<file path="config.mk">
export PLATFORM = sky130hd
export DESIGN_NAME = serial_bus_slave_port
export DESIGN_NICKNAME = d
export VERILOG_FILES = /design/src/rtl/serial_bus_slave_port.sv
export SDC_FILE = /design/constraint.sdc
export NUM_CORES = 1
export LEC_CHECK = 0
export BUFFER_PORTS_ARGS = -buffer_cell sky130_fd_sc_hd__buf_4
export CAP_MARGIN = 5
export CORE_ASPECT_RATIO = 1.1
export CORE_UTILIZATION = 26
export CTS_CLUSTER_SIZE = 10
export DETAILED_ROUTE_END_ITERATION = 8
export SLEW_MARGIN = 10
export SYNTH_ARGS = -nofsm -noshare
export SYNTH_HDL_FRONTEND = slang
export SYNTH_SLANG_ARGS = --single-unit
</file>
<file path="constraint.sdc">
create_clock -name clk -period 1.9 [get_ports clk]
set_clock_uncertainty 0.15 [all_clocks]
set_input_delay 0.095 -clock clk [delete_from_list [all_inputs] [get_ports clk]]
set_output_delay 0.095 -clock clk [all_outputs]
set_load 0.1 [all_outputs]
</file>
<file path="src/rtl/serial_bus_slave_port.sv">
// serial_bus_slave_port
// Responder end of the bit-serial system bus. A frame from the master is a
// mode bit (1 = write, 0 = read), ADDR_WIDTH address bits and, for writes,
// DATA_WIDTH data bits, all LSB first and one bit per mvalid=1 cycle. The
// block then performs a single access on a local memory. On a read it
// returns the data word serially to the master, LSB first.
//
// Ports
//   clk, rst    : rising-edge clock, synchronous active-high reset
//   mvalid      : master-to-slave bit valid (stall when low)
//   mdata       : master-to-slave serial bit
//   sready      : high while idle; a new frame may start
//   svalid      : slave-to-master read bit valid
//   sdata       : slave-to-master serial read bit
//   mem_addr    : local memory address (assembled from the frame)
//   mem_wdata   : local memory write data (assembled from the frame)
//   mem_wen     : one-cycle write strobe
//   mem_ren     : one-cycle read strobe
//   mem_rdata   : local memory read data
//   mem_rvalid  : mem_rdata valid, only looked at while a read is pending
module serial_bus_slave_port #(
    parameter int ADDR_WIDTH = 12,
    parameter int DATA_WIDTH = 8
) (
    input  logic                  clk,
    input  logic                  rst,
    input  logic                  mvalid,
    input  logic                  mdata,
    output logic                  sready,
    output logic                  svalid,
    output logic                  sdata,
    output logic [ADDR_WIDTH-1:0] mem_addr,
    output logic [DATA_WIDTH-1:0] mem_wdata,
    output logic                  mem_wen,
    output logic                  mem_ren,
    input  logic [DATA_WIDTH-1:0] mem_rdata,
    input  logic                  mem_rvalid
);

    localparam int MAX_WIDTH = (ADDR_WIDTH > DATA_WIDTH) ? ADDR_WIDTH : DATA_WIDTH;
    localparam int CNT_W     = $clog2(MAX_WIDTH + 1);

    localparam logic [CNT_W-1:0] ADDR_LAST = CNT_W'(ADDR_WIDTH - 1);
    localparam logic [CNT_W-1:0] DATA_LAST = CNT_W'(DATA_WIDTH - 1);
    localparam logic [CNT_W-1:0] CNT_ZERO  = {CNT_W{1'b0}};
    localparam logic [CNT_W-1:0] CNT_ONE   = CNT_W'(1);

    typedef enum logic [2:0] {
        ST_IDLE  = 3'd0,
        ST_ADDR  = 3'd1,
        ST_WDATA = 3'd2,
        ST_MEMWR = 3'd3,
        ST_MEMRD = 3'd4,
        ST_RDATA = 3'd5
    } state_t;

    state_t                  state_r;
    state_t                  state_nxt_s;
    logic [CNT_W-1:0]        cnt_r;
    logic [CNT_W-1:0]        cnt_nxt_s;
    logic                    mode_r;
    logic                    mode_nxt_s;
    logic [ADDR_WIDTH-1:0]   addr_r;
    logic [ADDR_WIDTH-1:0]   addr_nxt_s;
    logic [DATA_WIDTH-1:0]   wdata_r;
    logic [DATA_WIDTH-1:0]   wdata_nxt_s;
    logic [DATA_WIDTH-1:0]   shift_r;
    logic [DATA_WIDTH-1:0]   shift_nxt_s;

    logic                    sready_r;
    logic                    sready_nxt_s;
    logic                    svalid_r;
    logic                    svalid_nxt_s;
    logic                    sdata_r;
    logic                    sdata_nxt_s;
    logic                    wen_r;
    logic                    wen_nxt_s;
    logic                    ren_r;
    logic                    ren_nxt_s;

    // State register.
    always_ff @(posedge clk) begin
        if (rst) begin
            state_r <= ST_IDLE;
        end else begin
            state_r <= state_nxt_s;
        end
    end

    // Next-state, datapath next values and next registered outputs.
    always_comb begin
        state_nxt_s = state_r;
        cnt_nxt_s   = cnt_r;
        mode_nxt_s  = mode_r;
        addr_nxt_s  = addr_r;
        wdata_nxt_s = wdata_r;
        shift_nxt_s = shift_r;

        case (state_r)
            ST_IDLE: begin
                if (mvalid) begin
                    mode_nxt_s  = mdata;
                    cnt_nxt_s   = CNT_ZERO;
                    state_nxt_s = ST_ADDR;
                end else begin
                    state_nxt_s = ST_IDLE;
                end
            end
            ST_ADDR: begin
                if (mvalid) begin
                    // LSB arrives first, so shift in from the top.
                    addr_nxt_s = {mdata, addr_r[ADDR_WIDTH-1:1]};
                    if (cnt_r == ADDR_LAST) begin
                        cnt_nxt_s   = CNT_ZERO;
                        state_nxt_s = mode_r ? ST_WDATA : ST_MEMRD;
                    end else begin
                        cnt_nxt_s = cnt_r + CNT_ONE;
                    end
                end else begin
                    state_nxt_s = ST_ADDR;
                end
            end
            ST_WDATA: begin
                if (mvalid) begin
                    wdata_nxt_s = {mdata, wdata_r[DATA_WIDTH-1:1]};
                    if (cnt_r == DATA_LAST) begin
                        cnt_nxt_s   = CNT_ZERO;
                        state_nxt_s = ST_MEMWR;
                    end else begin
                        cnt_nxt_s = cnt_r + CNT_ONE;
                    end
                end else begin
                    state_nxt_s = ST_WDATA;
                end
            end
            ST_MEMWR: begin
                state_nxt_s = ST_IDLE;
            end
            ST_MEMRD: begin
                // Sampled on the strobe cycle too, so zero-latency memory works.
                if (mem_rvalid) begin
                    shift_nxt_s = mem_rdata;
                    cnt_nxt_s   = CNT_ZERO;
                    state_nxt_s = ST_RDATA;
                end else begin
                    state_nxt_s = ST_MEMRD;
                end
            end
            ST_RDATA: begin
                if (cnt_r == DATA_LAST) begin
                    cnt_nxt_s   = CNT_ZERO;
                    state_nxt_s = ST_IDLE;
                end else begin
                    cnt_nxt_s   = cnt_r + CNT_ONE;
                    shift_nxt_s = shift_r >> 1;
                end
            end
            default: begin
                cnt_nxt_s   = CNT_ZERO;
                state_nxt_s = ST_IDLE;
            end
        endcase

        // Outputs are registered from the next state so they line up with it.
        sready_nxt_s = (state_nxt_s == ST_IDLE);
        svalid_nxt_s = (state_nxt_s == ST_RDATA);
        sdata_nxt_s  = (state_nxt_s == ST_RDATA) ? shift_nxt_s[0] : 1'b0;
        wen_nxt_s    = (state_nxt_s == ST_MEMWR);
        // Read strobe only on entry to MEMRD, not while waiting for data.
        ren_nxt_s    = (state_nxt_s == ST_MEMRD) && (state_r != ST_MEMRD);
    end

    // Datapath and output registers.
    always_ff @(posedge clk) begin
        if (rst) begin
            cnt_r    <= CNT_ZERO;
            mode_r   <= 1'b0;
            addr_r   <= {ADDR_WIDTH{1'b0}};
            wdata_r  <= {DATA_WIDTH{1'b0}};
            shift_r  <= {DATA_WIDTH{1'b0}};
            sready_r <= 1'b1;
            svalid_r <= 1'b0;
            sdata_r  <= 1'b0;
            wen_r    <= 1'b0;
            ren_r    <= 1'b0;
        end else begin
            cnt_r    <= cnt_nxt_s;
            mode_r   <= mode_nxt_s;
            addr_r   <= addr_nxt_s;
            wdata_r  <= wdata_nxt_s;
            shift_r  <= shift_nxt_s;
            sready_r <= sready_nxt_s;
            svalid_r <= svalid_nxt_s;
            sdata_r  <= sdata_nxt_s;
            wen_r    <= wen_nxt_s;
            ren_r    <= ren_nxt_s;
        end
    end

    assign sready    = sready_r;
    assign svalid    = svalid_r;
    assign sdata     = sdata_r;
    assign mem_addr  = addr_r;
    assign mem_wdata = wdata_r;
    assign mem_wen   = wen_r;
    assign mem_ren   = ren_r;

endmodule

</file>
==> impl_metrics.ini <==
[power]
ir_drop_mv = 0.317
p_leak_uw = 0.000917
power.density_mw_per_mm2 = 649
total_power_uw = 1540

[drt]
drtIter0Drc = 117
via_per_inst = 4.60
dr.pass1.iters = 4
vias = 1522
drc = 0
postRouteWirelength_um = 3850
wl_per_cell_um = 11.6
antenna_left = 0

[sta]
fin_setup_tns_ns = 0
slew_violations = 0
worst_pin_slew_ns = 0.423
report.final.hold_viol_count = 0
slew_headroom_pct = 71.5
fmax_mhz = 559
period_needed_ns = 1.79
setup_viol = 0
rsz0062_at_grt = no
fin_crit_sh_pct = 94.2

[logic_synthesis]
synth_cells = 198
muxShareOfSynthArea_pct = 6.18
synth_edf_count = 0
yosys.area.top_type = dfxtp_1
ys_types = 44
yosys_warnings = 0
synth_area_mm2 = 0.00178
synth_compound_area_share_pct = 17.5
synth_xor_area_share_pct = 0.983
synth_nets = 212
seq_area_frac_synth_pct = 46.1
synthAdderAreaFrac_pct = 0.702
ys_ff_latch = 41
async_flop_share_pct = 0
avgSynthCellArea_um2 = 9.00
ys.flop_type = dfxtp_1
synth_top_family_by_area = simple AND/OR/NAND/NOR gates
synthTopCellsByArea = dfxtp_1, mux2i_1, a21oi_1
yosys.area_share.simple_pct = 23.8
yosysTopAreaCellShare_pct = 46.1

[worst_setup_path]
path_class = flop to flop
r2r-start = cnt_r[0]
cp.required_ns = 1.95
cp-startpoint = cnt_r[0]
end_kind = flop
path_cells = ha_4 -> nand3b_1 -> and2_4 -> o311ai_4 -> inv_2 -> a211oi_2
crit_buf_inv = 1
crit_family = compound AO/OA/AOI/OAI gates
cpPeakStageDelay_ns = 0.37
crit_path_max_fanout = 8
cp_slowest_cell = dfxtp_2
arrival_ns = 1.84
startpoint_type = flop

[clock_tree]
clock-sinks = 41
htree_num_levels = 2
cts_buffer_depth = 2
root_buffer = clkbuf_8
cts_tree = yes
cts_made_buffers = 5
clkLatencyLatePin_ns = 0.28
clk_pin_slew_ns = 0.07

[min_path]
hp-start = rst
min_path_type = input pin to flop

[floorplanning]
die_w_um = 80.9
ios = 38
core_mm2 = 0.00659
die_area_mm2 = 0.00719
die_h_um = 88.8
rows = 31
start_util_pct = 27.0

[global_routing]
track_usage_pct = 11.7
grt_max_degree = 29
grt_pass1_vias = 1391
grt_overflow = 0
grt_pass1_wl_um = 6370
antenna_found_initial = 0

[placed_design]
io_buffers = 37
routabilityCongestion = 0.804
dp.cells = 317
dpl-instance-area_mm2 = 0.00220
place_hpwl_um = 2670

[finish]
syn_to_final_growth_pct = 32.7
stdcell_area_mm2 = 0.00236
drive_gt1_share_pct = 27.3
num_antenna_cells = 0
final_nets = 264
final_cells = 331
layout_common_cells = buf_4, dfxtp_1, nand2_1
final_common_cell = buf_4

[flow_run]
maxCapViolCount = 0

[run_status]
status = finished, final reports clean
[stage by stage]
step / util [%] / worst slack, ns / hold WS (ns)
global route: 35.9 / 0.00711 / 0.0295
detailed placement: 33.3 / 0.0766 / 0.209
CTS: 35.5 / 0.0318 / 0.0229
floorplan: - / 0.161 / 0.0810
finish: 35.9 / 0.110 / 0.0308
global placement: 33.3 / 0.117 / 0.204
[report_power, final]
part           total (uW)  switching (uW)  internal, uW
logic                 146            85.3          60.9
registers             885            15.3           870
clock network         504             263           241
total                1540             363          1170
[sequential cells by signal (all words and copies together), names as in the netlist]
name / cells
svalid: 1
cnt_r: 4
shift_r: 8
mem_wdata: 8
mode_r: 1
mem_ren: 1
mem_wen: 1
sready: 1
state_r: 3
mem_addr: 12
sdata: 1
[cells in the mapped netlist, types with 2 or more instances]
library cell	number
dfxtp_1	41
nand2_1	28
a21oi_1	21
nor2_1	17
mux2i_1	11
nor3_1	7
a22oi_1	6
clkbuf_1	5
inv_1	5
o21ai_0	5
a211oi_1	4
buf_2	4
nand3b_1	4
and3b_1	3
nor2b_1	3
nor3b_1	3
and3_1	2
nor4bb_1	2
or3b_1	2
[final timing paths]
path                 end  slack, ns  cells past startpoint
min reg2reg  mem_addr[0]       0.31                      2
min               mode_r       0.03                      2
max reg2reg       sready       0.11                      6
max               sready       0.11                      6
[logic make-up (layout without fill, tap and decap cells)]
| group | after synthesis | in the layout |
|---|---|---|
| buffers and inverters | 18 | 69 |
| adders and majority gates | 1 | 1 |
| AOI/OAI and AO/OA | 46 | 46 |
| muxes | 11 | 11 |
| DFF | 41 | 41 |
| xor gates and xnor gates | 2 | 2 |
| and+or+nand+nor | 79 | 79 |
[routing by layer]
| metal | wire length [um] | up-vias | global-route usage (%) |
|---|---|---|---|
| met5 | 0 | - | 0 |
| met4 | 99 | 0 | 6.33 |
| met3 | 151 | 9 | 2.99 |
| met2 | 1710 | 27 | 17.0 |
| met1 | 1890 | 688 | 15.7 |
| li1 | - | 798 | - |
[layout make-up]
| type | instances | area (um^2) |
|---|---|---|
| Inverter | 6 | 22.5 |
| Clock buffer | 5 | 68.8 |
| Multi-Input combinational cell | 139 | 895 |
| Timing Repair Buffer | 57 | 445 |
| Tap cell | 82 | 103 |
| Clock inverter | 1 | 5.00 |
| Fill cell | 696 | 4230 |
| Sequential cell | 41 | 826 |
[what timing repair did]
action	CTS	global route
hold buffers	7	0
setup endpoints to repair	0	2
gates resized for setup	0	6
buffers inserted	0	1
hold endpoints to repair	9	0
Power figures use the tool's default switching activity.
